--- config.mk ---
export PLATFORM = sky130hd
export DESIGN_NAME = sig_gen_param_ctrl_flat
export DESIGN_NICKNAME = d
export VERILOG_FILES = /design/src/rtl/sig_gen_param_ctrl_if.sv /design/src/rtl/sig_gen_param_ctrl.sv /design/src/flat_wrapper.sv
export SDC_FILE = /design/constraint.sdc
export NUM_CORES = 1
export LEC_CHECK = 0
export BUFFER_PORTS_ARGS = -buffer_cell sky130_fd_sc_hd__buf_2
export CORE_ASPECT_RATIO = 0.9
export CORE_MARGIN = 8
export CORE_UTILIZATION = 29
export DETAILED_ROUTE_END_ITERATION = 10
export GPL_TIMING_DRIVEN = 0
export SLEW_MARGIN = 30
export SYNTH_ARGS = -nofsm -noshare
export SYNTH_HDL_FRONTEND = slang
export SYNTH_SLANG_ARGS = --single-unit
--- constraint.sdc ---
create_clock -name clk -period 3.4 [get_ports clk]
set_clock_uncertainty 0.05 [all_clocks]
set_input_delay 0 -clock clk [delete_from_list [all_inputs] [get_ports clk]]
set_output_delay 0 -clock clk [all_outputs]
set_load 0.1 [all_outputs]
--- src/rtl/sig_gen_param_ctrl_if.sv ---
// Datapath-side bundle of the signal generator parameter controller.
//   master : controller side, drives the active parameter set and status,
//            receives the phase-accumulator wrap pulse.
//   slave  : DDS datapath / display side, the mirror image.
// Signals:
//   acc_wrap     1-cycle pulse, phase accumulator overflowed
//   wave_sel     active waveform (0 sine, 1 square, 2 triangle, 3 sawtooth)
//   amp_level    active amplitude level
//   freq_level   active frequency level
//   phase_off    active phase offset word
//   ftw          active tuning word
//   cfg_pending  staged set awaiting commit
//   cfg_update   1-cycle pulse the cycle after the active set loads
interface sig_gen_param_ctrl_if;
  logic        acc_wrap;
  logic [1:0]  wave_sel;
  logic [3:0]  amp_level;
  logic [3:0]  freq_level;
  logic [11:0] phase_off;
  logic [31:0] ftw;
  logic        cfg_pending;
  logic        cfg_update;

  modport master (
    input  acc_wrap,
    output wave_sel, amp_level, freq_level, phase_off, ftw, cfg_pending, cfg_update
  );

  modport slave (
    output acc_wrap,
    input  wave_sel, amp_level, freq_level, phase_off, ftw, cfg_pending, cfg_update
  );
endinterface

--- src/rtl/sig_gen_param_ctrl.sv ---
// Front-panel parameter controller for the signal generator.
// Debounces four active-low keys, steps a staged parameter set on each press
// and copies the staged set into the active set only on a phase-accumulator
// wrap, so the generated waveform never changes mid-period.
// Ports:
//   clk                 system clock
//   rst_n               asynchronous active-low reset
//   W/A/P/F_key_n       raw keys (wave, amplitude, phase, frequency), active low,
//                       asynchronous to clk
//   dp                  datapath bundle (master side): acc_wrap in, active set
//                       and commit status out, all outputs registered
module sig_gen_param_ctrl #(
  parameter int          DEBOUNCE_CYCLES = 1_000_000,
  parameter logic [31:0] FTW_STEP        = 32'd8590,
  parameter int          A_MAX           = 10,
  parameter int          F_MAX           = 10
) (
  input  logic                        clk,
  input  logic                        rst_n,
  input  logic                        W_key_n,
  input  logic                        A_key_n,
  input  logic                        P_key_n,
  input  logic                        F_key_n,
  sig_gen_param_ctrl_if.master        dp
);

  localparam int CNT_W = (DEBOUNCE_CYCLES > 2) ? $clog2(DEBOUNCE_CYCLES) : 1;
  localparam logic [CNT_W-1:0] CNT_LAST = CNT_W'(DEBOUNCE_CYCLES - 1);

  // key bit order: 0 wave, 1 amplitude, 2 phase, 3 frequency
  localparam int KW = 0;
  localparam int KA = 1;
  localparam int KP = 2;
  localparam int KF = 3;

  logic [3:0]       key_raw;
  logic [3:0]       sync_a;
  logic [3:0]       sync_b;
  logic [3:0]       stable;
  logic [3:0]       stable_d;
  logic [3:0]       armed;
  logic [3:0]       press;
  logic [1:0]       fill;
  logic [CNT_W-1:0] db_cnt [4];

  logic [1:0]  st_wave;
  logic [3:0]  st_amp;
  logic [3:0]  st_freq;
  logic [11:0] st_phase;

  logic [1:0]  act_wave;
  logic [3:0]  act_amp;
  logic [3:0]  act_freq;
  logic [11:0] act_phase;
  logic [31:0] act_ftw;
  logic        pending;
  logic        commit;
  logic        commit_q;
  logic        update;
  logic [31:0] ftw_next;

  assign key_raw = {F_key_n, P_key_n, A_key_n, W_key_n};

  // Synchroniser. fill counts the cycles since reset release so that the
  // reset value of the synchroniser is never mistaken for a sampled key level.
  always_ff @(posedge clk or negedge rst_n) begin
    if (!rst_n) begin
      sync_a <= '1;
      sync_b <= '1;
      fill   <= 2'd0;
    end else begin
      sync_a <= key_raw;
      sync_b <= sync_a;
      if (fill != 2'd2) fill <= fill + 2'd1;
    end
  end

  // Debounce and press detection. A key only becomes armed once it has been
  // seen released after reset, so a key held through reset release cannot
  // produce a press until it is let go and pressed again.
  always_ff @(posedge clk or negedge rst_n) begin
    if (!rst_n) begin
      stable   <= '1;
      stable_d <= '1;
      armed    <= '0;
      press    <= '0;
      for (int k = 0; k < 4; k++) db_cnt[k] <= '0;
    end else begin
      stable_d <= stable;
      press    <= stable_d & ~stable & armed;
      for (int k = 0; k < 4; k++) begin
        if (sync_b[k] == stable[k]) begin
          db_cnt[k] <= '0;
        end else if (db_cnt[k] == CNT_LAST) begin
          stable[k] <= sync_b[k];
          db_cnt[k] <= '0;
        end else begin
          db_cnt[k] <= db_cnt[k] + CNT_W'(1);
        end
        if (fill == 2'd2 && sync_b[k]) armed[k] <= 1'b1;
      end
    end
  end

  assign commit   = dp.acc_wrap & pending;
  assign ftw_next = 32'(st_freq) * FTW_STEP;

  // Staging and commit. A press and a commit in the same cycle both happen:
  // the commit takes the staged set as it was before this cycle's press, and
  // the press keeps pending set so the new value goes out on the next wrap.
  always_ff @(posedge clk or negedge rst_n) begin
    if (!rst_n) begin
      st_wave   <= 2'd0;
      st_amp    <= 4'(A_MAX);
      st_freq   <= 4'd1;
      st_phase  <= 12'd0;
      act_wave  <= 2'd0;
      act_amp   <= 4'(A_MAX);
      act_freq  <= 4'd1;
      act_phase <= 12'd0;
      act_ftw   <= FTW_STEP;
      pending   <= 1'b0;
      commit_q  <= 1'b0;
      update    <= 1'b0;
    end else begin
      if (press[KW]) st_wave <= st_wave + 2'd1;
      if (press[KA]) st_amp  <= (st_amp == 4'(A_MAX)) ? 4'd1 : st_amp + 4'd1;
      if (press[KF]) st_freq <= (st_freq == 4'(F_MAX)) ? 4'd1 : st_freq + 4'd1;
      if (press[KP]) st_phase <= st_phase + 12'd1024;

      if (commit) begin
        act_wave  <= st_wave;
        act_amp   <= st_amp;
        act_freq  <= st_freq;
        act_phase <= st_phase;
        act_ftw   <= ftw_next;
      end

      if (|press)      pending <= 1'b1;
      else if (commit) pending <= 1'b0;

      // update trails the active-set load by one cycle
      commit_q <= commit;
      update   <= commit_q;
    end
  end

  assign dp.wave_sel    = act_wave;
  assign dp.amp_level   = act_amp;
  assign dp.freq_level  = act_freq;
  assign dp.phase_off   = act_phase;
  assign dp.ftw         = act_ftw;
  assign dp.cfg_pending = pending;
  assign dp.cfg_update  = update;

endmodule

--- src/flat_wrapper.sv ---
// flat-port wrapper written by rule: the top's interface ports become plain ports
module sig_gen_param_ctrl_flat 
#(
  parameter int          DEBOUNCE_CYCLES = 1_000_000,
  parameter logic [31:0] FTW_STEP        = 32'd8590,
  parameter int          A_MAX           = 10,
  parameter int          F_MAX           = 10
)
  (clk, rst_n, W_key_n, A_key_n, P_key_n, F_key_n, dp_acc_wrap, dp_wave_sel, dp_amp_level, dp_freq_level, dp_phase_off, dp_ftw, dp_cfg_pending, dp_cfg_update);
  sig_gen_param_ctrl_if dp_i ();
  input  logic clk;
  input  logic rst_n;
  input  logic W_key_n;
  input  logic A_key_n;
  input  logic P_key_n;
  input  logic F_key_n;
  input wire logic [$bits(dp_i.acc_wrap)-1:0] dp_acc_wrap;
  output wire logic [$bits(dp_i.wave_sel)-1:0] dp_wave_sel;
  output wire logic [$bits(dp_i.amp_level)-1:0] dp_amp_level;
  output wire logic [$bits(dp_i.freq_level)-1:0] dp_freq_level;
  output wire logic [$bits(dp_i.phase_off)-1:0] dp_phase_off;
  output wire logic [$bits(dp_i.ftw)-1:0] dp_ftw;
  output wire logic [$bits(dp_i.cfg_pending)-1:0] dp_cfg_pending;
  output wire logic [$bits(dp_i.cfg_update)-1:0] dp_cfg_update;
  assign dp_i.acc_wrap = dp_acc_wrap;
  assign dp_wave_sel = dp_i.wave_sel;
  assign dp_amp_level = dp_i.amp_level;
  assign dp_freq_level = dp_i.freq_level;
  assign dp_phase_off = dp_i.phase_off;
  assign dp_ftw = dp_i.ftw;
  assign dp_cfg_pending = dp_i.cfg_pending;
  assign dp_cfg_update = dp_i.cfg_update;
  sig_gen_param_ctrl #(.DEBOUNCE_CYCLES(DEBOUNCE_CYCLES), .FTW_STEP(FTW_STEP), .A_MAX(A_MAX), .F_MAX(F_MAX)) u_core (.clk(clk), .rst_n(rst_n), .W_key_n(W_key_n), .A_key_n(A_key_n), .P_key_n(P_key_n), .F_key_n(F_key_n), .dp(dp_i));
endmodule
Word level (Yosys, flattened, before mapping)
Cells that the tools add are included.
{ "word_totals": {"ram_bits": 0, "n_memories": 0, "latch_bits": 0, "romBits": 0, "reg_bits": 170} }
{ "classes": {"shift": 0, "mul": 1, "n_reduce_logical": 10, "n_addsub": 9, "mux": 12, "order_cmp": 0, "bitwise_logic": 8, "div": 0, "eq_ne": 12} }
{ "ops": {"columns": ["op", "count"], "rows": [
  ["$mux W20", 8],
  ["$add A20 B1 Y20 const B", 4],
  ["$eq A20 B20 Y1 const B", 4],
  ["$mul A4 B13 Y17 const B", 1],
  ["$add A12 B11 Y12 const B", 1],
  ["$add A4 B1 Y4 const B", 2],
  ["$and A4 B4 Y4", 2],
  ["$eq A4 B4 Y1 const B", 2],
  ["$mux W4", 2],
  ["$reduce_and A2 Y1", 4],
  ["$add A2 B1 Y2 const B", 2],
  ["$eq A1 B1 Y1", 4],
  ["$logic_and A1 B1 Y1", 4],
  ["$not A1 Y1", 4],
  ["$not A4 Y4", 1],
  ["$reduce_or A4 Y1", 1],
  ["$eq A2 B2 Y1 const B", 1],
  ["$mux W1", 2],
  ["$ne A2 B2 Y1 const B", 1],
  ["$reduce_bool A2 Y1", 1],
  ["$and A1 B1 Y1", 1]
]} }

Depth between registers and ports, before layout
Gate-level depths: netlist of the first run.
{ "logic_depth": {"depth_word": 3, "ltp_mapped": 10, "mapped_depth_nobuf": 10} }

Least setup slack after synthesis of the first run
OpenSTA, ideal clock, no wires.
{ "synth_timing": {"path_type": "reg-to-reg", "start": "register u_core.st_freq[2]", "end": "register u_core.act_ftw[15] (netlist: u_core.dp.ftw[15])", "arrival_time_ps": 2709, "path_stages_with_launch": 11, "required_time_ps": 3256, "slack_ps": 547, "cell_sequence": "dfrtp_1 > inv_1 > fa_1 > inv_1 > ha_1 > fa_1 > a21oi_1 > o211ai_1 > a21oi_2 > nor2_1 > a211oi_1"} }
{ "synth_between": {"elab_chain_len": 1} }
{ "synth_lines": {"columns": ["element", "line", "source"], "rows": [
  ["start, declared", "sig_gen_param_ctrl.sv:48", "logic [3:0] st_freq;"],
  ["start signal, assigned", "sig_gen_param_ctrl.sv:128", "if (press[KF]) st_freq <= (st_freq == 4'(F_MAX)) ? 4'd1 : st_freq + 4'd1;"],
  ["$mul A4 B13 Y17", "sig_gen_param_ctrl.sv:106", "assign ftw_next = 32'(st_freq) * FTW_STEP;"],
  ["end signal, assigned", "sig_gen_param_ctrl.sv:136", "act_ftw <= ftw_next;"],
  ["end, declared", "sig_gen_param_ctrl.sv:55", "logic [31:0] act_ftw;"]
]} }
No other way between the ends.
A chain may end at the register's enable or synchronous reset.

Worst setup path in the final report of the first run
{ "layout_timing": {"start": "register u_core.st_freq[3]", "end": "register u_core.act_ftw[10] (netlist: u_core.dp.ftw[10])"} }
Same word-level chain as after synthesis.

==> results of run 1 <==
how the worst min path moves through the flow:
stage,to,depth (start not counted)
after floorplan,u_core.armed[0]$_DFFE_PN0P_,0
after global placement,u_core.sync_a[3]$_DFF_PN1_,1
after detailed placement,u_core.dp.ftw[10]$_DFFE_PN0P_,1
after CTS,u_core.dp.ftw[10]$_DFFE_PN0P_,2
after global routing,u_core.dp.ftw[10]$_DFFE_PN0P_,2
final,u_core.dp.ftw[11]$_DFFE_PN0P_,2
area by class of cell:
cell class | instances | area [µm²] | area share (%)
multi-input combinational | 497 | 3260 | 37.4
inverter | 18 | 67.6 | 0.776
sequential | 149 | 3760 | 43.2
clock buffer | 21 | 450 | 5.17
clock inverter | 11 | 148 | 1.70
tap | 342 | 428 | 4.91
timing repair buffer | 47 | 305 | 3.51
buffer | 41 | 287 | 3.29
cell families after synthesis:
logic type	after synthesis	synth area share, %
multiplexers	15	2.30
AO/OA/AOI/OAI	52	4.34
adder cells (fa/ha/maj)	26	4.77
XOR/XNOR	92	11.1
AND/OR/NAND/NOR	287	21.0
other	1	0.0515
buffers and inverters	59	4.86
flip-flops	149	51.6
metal layers:
| metal | vias to the layer above | wire, µm | GRT usage, % | share of wire, % |
|---|---|---|---|---|
| met1 | 2343 | 6630 | 12.6 | 49 |
| li1 | 2433 | - | - | - |
| met5 | - | 0 | 0 | 0 |
| met4 | 0 | 194 | 3.71 | 1.4 |
| met3 | 14 | 567 | 2.71 | 4.2 |
| met2 | 65 | 6230 | 14.7 | 46 |
through the flow:
| stage | utilization, % | worst slack [ps] | total power, mW |
|---|---|---|---|
| 5_1_grt | 35.0 | 27.0 | 4.14 |
| 3_5_place_dp | 32.2 | 114 | 2.10 |
| 6_report | 35.0 | 96.6 | 3.99 |
| 4_1_cts | 34.9 | 47.8 | 4.05 |
| 3_3_place_gp | 32.1 | 40.4 | 2.09 |
| 2_1_floorplan | - | 547 | 2.04 |
layout by cell type, fill, tap and decap left out, types with 4 or more instances in the layout:
master | Yosys | routed
sky130_fd_sc_hd__dfrtp_1 | 122 | 121
sky130_fd_sc_hd__nor2_1 | 94 | 94
sky130_fd_sc_hd__nand2_1 | 62 | 62
sky130_fd_sc_hd__xor2_1 | 58 | 58
sky130_fd_sc_hd__nand3_1 | 39 | 39
sky130_fd_sc_hd__buf_2 | 1 | 37
sky130_fd_sc_hd__xnor2_1 | 34 | 34
sky130_fd_sc_hd__buf_4 | 31 | 34
sky130_fd_sc_hd__dfstp_2 | 27 | 27
sky130_fd_sc_hd__conb_1 | 1 | 25
sky130_fd_sc_hd__ha_1 | 23 | 23
sky130_fd_sc_hd__o21ai_0 | 22 | 22
sky130_fd_sc_hd__inv_1 | 18 | 18
sky130_fd_sc_hd__clkbuf_16 | 0 | 17
sky130_fd_sc_hd__and3_1 | 15 | 15
sky130_fd_sc_hd__mux2_2 | 12 | 12
sky130_fd_sc_hd__nand4_1 | 11 | 11
sky130_fd_sc_hd__clkbuf_1 | 7 | 10
sky130_fd_sc_hd__nor4_1 | 6 | 6
sky130_fd_sc_hd__nor3_1 | 6 | 6
sky130_fd_sc_hd__dlygate4sd3_1 | 0 | 6
sky130_fd_sc_hd__nand4b_1 | 5 | 5
sky130_fd_sc_hd__nor2_2 | 5 | 5
sky130_fd_sc_hd__a21o_1 | 5 | 5
sky130_fd_sc_hd__nand3_2 | 4 | 4
sky130_fd_sc_hd__nor4b_1 | 4 | 4
sky130_fd_sc_hd__nor3_2 | 4 | 4
sky130_fd_sc_hd__a211oi_1 | 4 | 4
sky130_fd_sc_hd__a21oi_1 | 4 | 4
sky130_fd_sc_hd__o21ai_1 | 4 | 4
where the power goes:
| group | total, mW | leakage (nW) | switching, mW | internal [mW] |
|---|---|---|---|---|
| clock network | 1.92 | 0.292 | 0.740 | 1.18 |
| registers | 1.81 | 1.95 | 0.0175 | 1.80 |
| logic | 0.255 | 1.78 | 0.202 | 0.0531 |
timing repair:
action | 4_1_cts | 5_1_grt
hold buffers | 6 | 0
endpoints found under the hold margin | 137 | 0
endpoints found under the setup margin | 0 | 4
gates resized for setup | 0 | 1
setup buffers | 0 | 3
flip-flops by register name, summed over array words and instances (netlist names), 4 cells and up:
name	cells
u_core.sync_a	4
u_core.armed	4
u_core.dp.ftw	16
u_core.db_cnt	80
u_core.press	4
u_core.dp.amp_level	4
u_core.st_amp	4
u_core.sync_b	4
u_core.st_freq	4
u_core.stable	4
u_core.stable_d	4
u_core.dp.freq_level	4
==> results by stage, run 1 <==
Outcome:
- The run finished with clean final reports.

Critical path:
- The critical path is of the flop to flop type.
- The endpoint identified for the worst register-to-register timing path is u_core.dp.ftw[10]$_DFFE_PN0P_.
- Tracing the worst setup path back leads to its startpoint at u_core.st_freq[3]$_DFFE_PN0P_.
- The reg-to-reg critical path startpoint is u_core.st_freq[3]$_DFFE_PN0P_.
- The internal reg-to-reg setup slack is 100 ps.
- The critical path crosses 10 cells after its start point.
- The worst setup path is launched from a flop.
- The critical path's top delay family is adder cells.
- The largest single stage delay on the critical path is between 500 and 600 ps.
- The critical path goes through inv_1, fa_1, inv_1, ha_1, ha_1, a211oi_1, nor2_1, o41ai_1, xor2_1, o21ai_1.
- Along the worst path, the maximum fanout reaches 7.
- The critical-path cell with the highest stage delay is sky130_fd_sc_hd__fa_1.
- The worst-case reg-to-reg path depth is 10.
- Data on the critical path arrives at its endpoint at around 3500 ps.
- The capturing element type of the critical path is a flop.
- Following the worst setup path forward leads to its endpoint at u_core.dp.ftw[10]$_DFFE_PN0P_.
- Counting both buffers and inverters, the worst setup path holds a total of 2.
- The required time at the worst-slack endpoint is 3640 ps.

Layout:
- The final cell count without fillers is 1126.
- Cells with a size suffix above 1 make up 21.6% of the layout.
- The final non-filler cell area is 8710 µm².
- The number of antenna diodes in the final layout is 0.
- Counting the fill cells in the layout gives 2530.
- From synthesis to final layout, the design area changed by 19.5%.
- The final layout net count is 804.

Drt:
- The via total after detailed routing is about 4900.
- In the routed design, unresolved DRC markers number 0.
- The detailed-route wire length per cell is 12.1 µm.
- The number of nets with antenna violations after detailed routing is 0.
- The post-detailed-routing wire length is 13600 µm.
- The number of detailed-routing iterations run before antenna repair is 4.
- After detailed routing, the number of vias per cell comes to roughly 4.3.
- The first routing iteration left 269 violations.

Yosys:
- The synthesized area divided by synthesized cell count is 10.7 µm².
- Synthesis instantiated between 50 and 60 different standard cells from the library.
- The instance count of the mapped netlist is between 600 and 700.
- The fraction of registers with async set/reset is 100%.
- Counting flops and latches in the post-synthesis netlist gives 149.
- The post-synthesis sequential area ratio is 51.6%.
- Of the post-synthesis cell area, the dominant cell type holds 41.9%.
- In the post-synthesis netlist, the biggest area contributors are sky130_fd_sc_hd__dfrtp_1 42%, sky130_fd_sc_hd__dfstp_2 9.7%, sky130_fd_sc_hd__xor2_1 7.0%.
- The number of enable flip-flop cells after synthesis is 0.
- The leading area contributor after synthesis is sky130_fd_sc_hd__dfrtp_1.
- The prevailing post-synth register cell is sky130_fd_sc_hd__dfrtp_1.
- By count the netlist is led by 122 x sky130_fd_sc_hd__dfrtp_1, 94 x sky130_fd_sc_hd__nor2_1, 62 x sky130_fd_sc_hd__nand2_1, 58 x sky130_fd_sc_hd__xor2_1, 39 x sky130_fd_sc_hd__nand3_1.
- During synthesis, Yosys emitted a total of 0 warnings.
- The netlist area before placement is 7290 µm².
- The cell with the most instances after synthesis is sky130_fd_sc_hd__dfrtp_1.

Power:
- The power density over the cells is 458 nW/µm².
- The static leakage is just over 4 nW.
- The peak ir drop on the vdd network is 0.297 mV.

Global routing:
- The first global-routing pass estimated 24100 µm of wire.
- The via count of the first global-routing pass is 4888.
- For this run, the total global-route usage over all layers was measured as 9.58%.
- The initial antenna violation count is 0.
- The leftover overflow at the end of global routing is 0.
- The pin count of the biggest net entering global routing is 88.

CTS:
- The number of H-tree levels is 4.
- After clock tree synthesis, the clock-pin slew on the worst setup and hold paths is 70 ps.
- The library cell used as clock root buffer is sky130_fd_sc_hd__clkbuf_16.
- The TritonCTS sink count is roughly 150.
- The total clock buffers created by CTS is 17.
- The insertion delay to the later sink of the worst-skew pair is 420 ps.
- No sink is reached through more buffers than the 2 on the longest clock path.
- The CTS tree is done.

STA:
- The shortest clock period the worst path allows after layout is 3300 ps.
- The count of endpoints failing hold in the final timing report is 0.
- The maximum clock frequency is ~300 MHz.
- Setup repair after global routing left no endpoint under its margin.
- The final hold slack is 56.9 ps.
- In this run the tightest slew margin relative to its limit is between 60% and 70%.
- The slew of the pin with the lowest slew margin is 533 ps.
- The setup total negative slack is 0 ps.
- Dividing the final minimum period by the clock period gives 97.2%.
- Setup violations remaining at the end of the flow were counted as 0.
- The final number of max-transition violations is 0.

Floorplan:
- The die extent in x is 183 µm.
- The height of the die is about 170 µm.
- The total area inside the core boundary comes to between 20000 and 25000 µm².
- The effective utilization at floorplan is 29.3%.
- For this design the top-level I/O count stands at 63.
- The floorplan step defined a die boundary enclosing 30500 µm².
- The floorplan has 55 rows.

Placed design:
- The routability-driven placement congestion ratio is 0.746.
- The placement-stage cell area is 8030 µm².
- The count of input and output buffers is 37.
- Once placement completed, the tool counted placed cells totaling 1085.
- Detailed placement finished with a half-perimeter wire length of about 9400 µm.

Job:
- Max-cap violations in this run came to 0.

Hold path:
- The class of the most critical hold timing path is primary input to asynchronous set/reset pin.
Power figures use the tool's default switching activity.
==> inputs of run 2 (changes only) <==
--- a/config.mk
+++ b/config.mk
@@ -5,6 +5,7 @@
 export SDC_FILE = /design/constraint.sdc
 export NUM_CORES = 1
 export LEC_CHECK = 0
+export ABC_AREA = 1
 export BUFFER_PORTS_ARGS = -buffer_cell sky130_fd_sc_hd__buf_2
 export CORE_ASPECT_RATIO = 0.9
 export CORE_MARGIN = 8
==> run 2 against run 1 <==
  * Final area is 7.3% higher
  * Fmax rose by 17%
  * Largest cell class unchanged
  * Clock power down 8%
  * Utilization is 0.39 points lower
  * Largest power group is now registers
  * Synthesized cell count is 40% higher
  * Area after synthesis increased by 9.5%
  * Critical path type unchanged
  * Routed wire length increased by 20%
  * Register-to-register slack better by 490 ps
  * Sequential cell count did not move
==> results by stage, run 2 <==
Outcome:
- The run finished with clean final reports.

STA:
- The setup total negative slack is 0 ps (unchanged).
- The slew of the pin with the lowest slew margin is 514 ps (-18.5 ps).
- The final number of max-transition violations is 0 (unchanged).
- The count of final setup violators was 0 (unchanged).
- Setup repair after global routing left no endpoint under its margin.
- The shortest clock period the worst path allows after layout is 2810 ps (-489 ps).
- The maximum clock frequency is 355 MHz (+17%).
- The max-slew headroom at the worst pin is 65.7% (+1.2 points).
- The count of endpoints failing hold in the final timing report is 0 (unchanged).
- The post-route fraction of the period consumed by the critical path was 82.8% (-14 points).
- The final hold slack was 71.8 ps (+14.8 ps).

Critical path:
- STA classifies the critical path startpoint as a flop.
- The maximum net fanout on the critical path is 7 (unchanged).
- The capturing element type of the critical path is a flop.
- The required time at the worst-slack endpoint came to 3650 ps (about the same).
- The critical-path cell with the highest stage delay is sky130_fd_sc_hd__fa_1.
- In this design, the critical path's most frequently occurring cell is sky130_fd_sc_hd__nand2_1.
- Grouping stages by cell kind, the critical path spends the most delay in adder cells.
- The largest stage delay on the critical path came to 520 ps (about the same).
- The arrival time reported for the critical path endpoint is 3070 ps (-470 ps).
- Walking the worst path, the cells encountered are inv_1, fa_1, inv_1, ha_1, fa_1, nand3_1, nand2_1, nand2_1, nand3b_1, nand3_1, nand2_1.
- The setup path with the least slack is of type flop to flop.
- The buffering stage count on the worst path with inverters included is 2 (unchanged).

Drt:
- The post-detailed-routing wire length is 16300 µm (+20%).
- The number of DRC markers after the initial detailed-route iteration is 352 (+31%).
- The via total after detailed routing is 6071 (+25%).
- The number of nets with antenna violations after detailed routing came to 0 (unchanged).
- The detailed-route wire length per cell came to 11.6 µm (-4.4%).
- The number of detailed-routing iterations run before antenna repair came to 4 (unchanged).
- The via count normalized by instance count is 4.31 (about the same).
- The remaining design rule violation count was 0 (unchanged).

Global routing:
- The leftover overflow at the end of global routing is 0 (unchanged).
- The pin count of the biggest net entering global routing was 83 (-5.7%).
- The global-route wire length before repair was 28200 µm (+17%).
- The total routing resource utilization after global routing was 10.2% (+0.59 points).
- The via count of the first global-routing pass is 5834 (+19%).
- The initial antenna violation count came to 0 (unchanged).

Yosys:
- Ranked by instance count, the synthesized netlist is headed by 209 x sky130_fd_sc_hd__nand2_1, 170 x sky130_fd_sc_hd__nor2_1, 122 x sky130_fd_sc_hd__dfrtp_1, 99 x sky130_fd_sc_hd__inv_1, 57 x sky130_fd_sc_hd__nand3_1.
- The instance count of the mapped netlist is 955 (+40%).
- The post-synthesis cell type count is 44 (-23%).
- The post-synthesis sequential area ratio is 47.1% (-4.5 points).
- The netlist area before placement is 7980 µm² (+9.5%).
- The synthesized area divided by synthesized cell count is 8.36 µm² (-22%).
- The fraction of synthesized cell area taken by the top area cell type is 38.2% (-3.7 points).
- Sorting the synthesized cells by area gives the leading types as sky130_fd_sc_hd__dfrtp_1 38%, sky130_fd_sc_hd__nand2_1 9.8%, sky130_fd_sc_hd__dfstp_2 8.9%.
- The synthesis-stage register bit count is 149 (unchanged).
- The leading area contributor after synthesis is sky130_fd_sc_hd__dfrtp_1.
- The number of enable flip-flop cells after synthesis is 0 (unchanged).
- sky130_fd_sc_hd__nand2_1 is the most common cell in the netlist.
- The fraction of registers with async set/reset is 100% (unchanged).
- The number of warnings issued by yosys came to 0 (unchanged).
- The most used flip-flop cell after synthesis is sky130_fd_sc_hd__dfrtp_1.

Floorplan:
- The core footprint is 27000 µm² (+8.5%).
- The area of the die is 33100 µm² (+8.7%).
- The height of the die was 173 µm (+4.2%).
- The die extent in x came to 191 µm (+4.3%).
- The total number of placement rows is 57 (+3.6%).
- The effective utilization at floorplan is 29.5% (+0.28 points).
- The number of top-level pins was 63 (unchanged).

Placed design:
- The placement-stage cell area is 8740 µm² (+8.9%).
- The count of input and output buffers came to 37 (unchanged).
- The final HPWL from detailed placement is 12000 µm (+28%).
- The number of placed instances, taps included came to 1371 (+26%).
- The routability-driven placement congestion ratio is 0.852 (+14%).

CTS:
- The CTS tree is done.
- The library cell used as clock root buffer is sky130_fd_sc_hd__clkbuf_16.
- The post-CTS setup buffer count is 0 (unchanged).
- The post-cts gate resize count is 0 (unchanged).
- The clock slew seen by the registers of the worst setup and hold paths is 60 ps (about the same).
- The insertion delay to the later sink of the worst-skew pair is 410 ps (about the same).
- The number of H-tree levels is 4 (unchanged).
- The hold buffer count at cts is 6 (unchanged).
- The TritonCTS sink count is 149 (unchanged).
- The number of buffers on the longest clock path is 2 (unchanged).
- The total clock buffers created by CTS is 17 (unchanged).

Power:
- The peak ir drop on the vdd network is 0.339 mV (+14%).
- The static leakage is 4.37 nW (+8.6%).
- The power density over the cells is 420 nW/µm² (-8.3%).

Layout:
- Compared with the post-synthesis result, the final layout area differs by 17.1%.
- The flip-flop count of the largest register, all copies and words added is 80 (unchanged).
- Leaving out fill and tap cells, the most frequent cells in the layout are 209 x sky130_fd_sc_hd__nand2_1, 170 x sky130_fd_sc_hd__nor2_1, 122 x sky130_fd_sc_hd__dfrtp_1.
- Counting flops per register, the top entry is u_core.db_cnt.
- The diode insertion count for antenna repair is 0 (unchanged).
- The final layout net count is 1075 (+34%).
- The final non-filler cell area is 9350 µm² (+7.3%).
- The proportion of layout cells with a drive suffix above 1 was 17.8% (-3.7 points).
- Leaving out fill and tap cells, the most frequent cell in the layout is sky130_fd_sc_hd__nand2_1.
- The final cell count without fillers was 1409 (+25%).
- The filler cell count came to 2757 (+9.0%).

Hold path:
- The class of the most critical hold timing path is primary input to asynchronous set/reset pin.

Job:
- The max-capacitance violation count is 0 (unchanged).
[run 2: power breakdown]
group	switching, mW	internal (mW)	leakage, nW
Clock	0.721	1.04	0.267
Combinational	0.276	0.0614	2.15
Sequential	0.0194	1.81	1.95
[run 2: final timing paths]
kind,from,end,slack (ps),cells past startpoint
max,u_core.st_freq[2]$_DFFE_PN0P_,u_core.dp.ftw[11]$_DFFE_PN0P_,590,11
min,rst_n,u_core.dp.amp_level[2]$_DFFE_PN0P_,70,2
max reg2reg,u_core.st_freq[2]$_DFFE_PN0P_,u_core.dp.ftw[11]$_DFFE_PN0P_,590,11
min reg2reg,u_core.commit_q$_DFF_PN0_,u_core.dp.cfg_update$_DFF_PN0_,300,0
max in group asynchronous,rst_n,u_core.sync_a[2]$_DFF_PN1_,2390,3
min in group clk,A_key_n,u_core.sync_a[1]$_DFF_PN1_,180,2
[run 2: cells by family after synthesis]
kind of cell | count (synthesis) | synth area share [%]
simple gates | 534 | 31.3
other cells | 1 | 0.0470
fa+ha+maj | 26 | 4.36
xor+xnor | 47 | 5.16
flops | 149 | 47.1
compound gates | 59 | 4.12
buf+inv | 139 | 7.88
[run 2: metal layers]
| layer | global-route usage (%) | up-vias | wire [µm] |
|---|---|---|---|
| met5 | 0 | - | 0 |
| met1 | 14.7 | 2834 | 8650 |
| met4 | 2.58 | 0 | 131 |
| met3 | 2.63 | 9 | 729 |
| li1 | - | 3139 | - |
| met2 | 14.7 | 89 | 6780 |
[run 2: cell type report]
type	count	area [µm²]	area share, %
flip-flops and latches	149	3760	40.3
multi-input cells	691	3680	39.4
clock buffers	23	468	5.01
well taps	354	443	4.74
inverters	106	400	4.28
repair buffers	44	283	3.03
plain buffers	33	229	2.45
clock inverters	9	78.8	0.843
[run 2: metrics by stage]
stage	setup slack, ps	utilization (%)	power [mW]
after global placement	4.83	32.2	2.18
after CTS	582	34.6	3.97
after floorplan	864	-	2.12
after global routing	429	34.6	4.10
final	586	34.6	3.92
after detailed placement	608	32.3	2.19
==> inputs of run 3 (changes only) <==
==> constraint.sdc (replaced) <==
create_clock -name clk -period 2.65 [get_ports clk]
set_clock_uncertainty 0.05 [all_clocks]
set_input_delay 0 -clock clk [delete_from_list [all_inputs] [get_ports clk]]
set_output_delay 0 -clock clk [all_outputs]
set_load 0.1 [all_outputs]
==> run 3 against run 2 <==
  * Routed wire length rose by 0.17%
  * Fmax rose by 12%
  * Sequential power up 28%
  * Worst hold slack worse by 0.71 ps
  * Critical path type unchanged
  * Utilization rose by 0.12 points
  * Power increased by 28%
  * Largest power group unchanged
==> results by stage, run 3 (synthesis gave the netlist of run 2 again) <==
Outcome:
- The run finished with clean final reports.

Drt:
- The number of detailed-routing iterations run before antenna repair is 4 (unchanged).
- The number of nets with antenna violations after detailed routing is 0 (unchanged).
- The number of DRC markers after the initial detailed-route iteration is 371 (+5.4%).
- The post-detailed-routing wire length is 16300 µm (+0.17%).
- The via count normalized by instance count was 4.32 (+0.17%).
- The via total after detailed routing was 6094 (+0.38%).
- The remaining design rule violation count is 0 (unchanged).
- The detailed-route wire length per cell is 11.6 µm (about the same).

Floorplan:
- The core footprint is 27000 µm² (unchanged).
- The number of top-level pins is 63 (unchanged).
- The total number of placement rows is 57 (unchanged).
- The die extent in x is 191 µm (unchanged).
- The effective utilization at floorplan came to 29.5% (unchanged).
- The area of the die is 33100 µm² (unchanged).
- The height of the die was 173 µm (unchanged).

Critical path:
- The maximum net fanout on the critical path is 4 (-3).
- The arrival time reported for the critical path endpoint was 2770 ps (-300 ps).
- The largest individual stage delay along the critical path comes from the cell sky130_fd_sc_hd__fa_1.
- The signal on the critical path passes through inv_1, fa_1, inv_1, ha_1, fa_2, nand3_1, nand2_2, nand3_1, nand3_1, nand3_1, nand2_1.
- The cell repeated most along the worst path is sky130_fd_sc_hd__nand3_1.
- STA classifies the critical path endpoint as a flop.
- The largest stage delay on the critical path is 540 ps (+20 ps).
- The required time at the worst-slack endpoint came to 2910 ps (-740 ps).
- STA classifies the critical path startpoint as a flop.
- The critical path in this run is classified as flop to flop.

Hold path:
- The class of the most critical hold timing path is primary input to asynchronous set/reset pin.

Layout:
- Leaving out fill and tap cells, the most frequent cell in the layout is sky130_fd_sc_hd__nand2_1.
- The library cells used most frequently in the layout, excluding fill and tap cells, are 207 x sky130_fd_sc_hd__nand2_1, 170 x sky130_fd_sc_hd__nor2_1, 120 x sky130_fd_sc_hd__dfrtp_1.
- The final layout net count came to 1078 (+0.28%).
- The proportion of layout cells with a drive suffix above 1 is 18.5% (+0.71 points).
- The signed area change from the synthesized netlist to the final layout is 17.5%.
- Counting flops per register, the top entry is u_core.db_cnt.
- The flip-flop count of the largest register, all copies and words added is 80 (unchanged).
- The final non-filler cell area came to 9380 µm² (+0.35%).
- The diode insertion count for antenna repair is 0 (unchanged).
- The filler cell count is 2754 (-0.11%).

Placed design:
- The placement-stage cell area is 8740 µm² (unchanged).
- The count of input and output buffers is 37 (unchanged).
- The final HPWL from detailed placement came to 12000 µm (unchanged).
- The worst setup slack after placement came to -142 ps (-750 ps).
- The routability-driven placement congestion ratio is 0.852 (unchanged).

Global routing:
- The initial antenna violation count is 0 (unchanged).
- The total routing resource utilization after global routing is 10.2% (about the same).
- The global-route wire length before repair is 28300 µm (+0.12%).
- The leftover overflow at the end of global routing came to 0 (unchanged).
- The via count of the first global-routing pass was 5837 (+0.051%).
- The pin count of the biggest net entering global routing is 83 (unchanged).

STA:
- The max-slew headroom at the worst pin is 65.7% (about the same).
- Setup repair after global routing left no endpoint under its margin.
- The shortest clock period the worst path allows after layout is 2510 ps (-300 ps).
- The setup total negative slack came to 0 ps (unchanged).
- The final number of max-transition violations is 0 (unchanged).
- The count of endpoints failing hold in the final timing report is 0 (unchanged).
- The least setup slack across all paths after layout is 136 ps (-450 ps).
- The count of final setup violators is 0 (unchanged).
- The slew of the pin with the lowest slew margin is 514 ps (+0.350 ps).
- The maximum clock frequency is 398 MHz (+12%).
- The post-route fraction of the period consumed by the critical path is 94.9% (+12 points).
- The final hold slack is 71.0 ps (-0.715 ps).

Power:
- The part of the power in the clock network is 44.9% (about the same).
- The static leakage was 4.38 nW (+0.25%).
- The power density over the cells is 537 nW/µm² (+28%).
- The fraction of power spent switching nets is 25.9% (about the same).
- The peak ir drop on the vdd network is 0.442 mV (+30%).
- The switching power total is 1.30 mW (+28%).
- The internal power component was 3.73 mW (+28%).
- The portion of total power attributed to combinational logic came to 8.6% (about the same).
- The portion of total power attributed to sequential cells is 46.5% (about the same).
- The total design power is 5.03 mW (+28%).

Job:
- The max-capacitance violation count is 0 (unchanged).

CTS:
- The number of H-tree levels is 4 (unchanged).
- The total clock buffers created by CTS is 17 (unchanged).
- The TritonCTS sink count is 149 (unchanged).
- The library cell used as clock root buffer is sky130_fd_sc_hd__clkbuf_16.
- The insertion delay to the later sink of the worst-skew pair is 420 ps (about the same).
- The clock slew seen by the registers of the worst setup and hold paths came to 60 ps (about the same).
- The number of buffers on the longest clock path was 2 (unchanged).
- TritonCTS built the clock tree.
==> run 3: per-stage QoR <==
step,util [%],cells
after floorplan,-,979
after global placement,32.2,1370
after detailed placement,32.3,1371
after CTS,34.6,1411
after global routing,34.7,1412
final,34.7,1412
==> run 3: power by group through the flow <==
stage | logic [mW] | registers [mW] | clock network, mW
after detailed placement | 0.428 | 2.38 | 0
after CTS | 0.437 | 2.34 | 2.32
after floorplan | 0.264 | 2.45 | 0
after global placement | 0.420 | 2.38 | 0
final | 0.432 | 2.34 | 2.26
after global routing | 0.464 | 2.35 | 2.45
==> run 3: what timing repair did <==
item,in CTS,in global routing
resized for setup,3,2
hold endpoints to repair,108,0
endpoints found under the setup margin,3,3
hold buffers,6,0
buffers inserted,2,1
==> run 3: layer usage <==
metal	track usage, %	wire length, µm	up-vias
met2	14.8	6790	102
met3	2.63	808	8
met1	14.7	8600	2835
met4	2.58	127	0
li1	-	-	3149
met5	0	0	-
==> run 3: worst max-delay path, delay by kind of cell, from the launching register on <==
| kind | cells | cell delay (ps) |
|---|---|---|
| adders and majority gates | 3 | 1310 |
| buffers and inverters | 2 | 150 |
| DFF | 1 | 350 |
| and+or+nand+nor | 6 | 540 |
==> run 3: area by class of cell <==
cell class              count  area (µm²)  share of cell area (%)
flip-flops and latches    149        3760                    40.1
multi-input cells         691        3690                    39.3
clock buffers              23         468                    4.99
well taps                 354         443                    4.72
inverters                 106         400                    4.27
repair buffers             47         305                    3.26
plain buffers              33         229                    2.44
clock inverters             9        78.8                   0.841
==> run 3: final timing paths <==
check / startpoint / end / slack (ps) / cells after the start
max: u_core.st_freq[1]$_DFFE_PN0P_ / u_core.dp.ftw[9]$_DFFE_PN0P_ / 140 / 11
min: rst_n / u_core.dp.amp_level[2]$_DFFE_PN0P_ / 70 / 2
max reg2reg: u_core.st_freq[1]$_DFFE_PN0P_ / u_core.dp.ftw[9]$_DFFE_PN0P_ / 140 / 11
min reg2reg: u_core.commit_q$_DFF_PN0_ / u_core.dp.cfg_update$_DFF_PN0_ / 300 / 0
max in group asynchronous: rst_n / u_core.sync_a[2]$_DFF_PN1_ / 1640 / 3
min in group clk: A_key_n / u_core.sync_a[1]$_DFF_PN1_ / 180 / 2
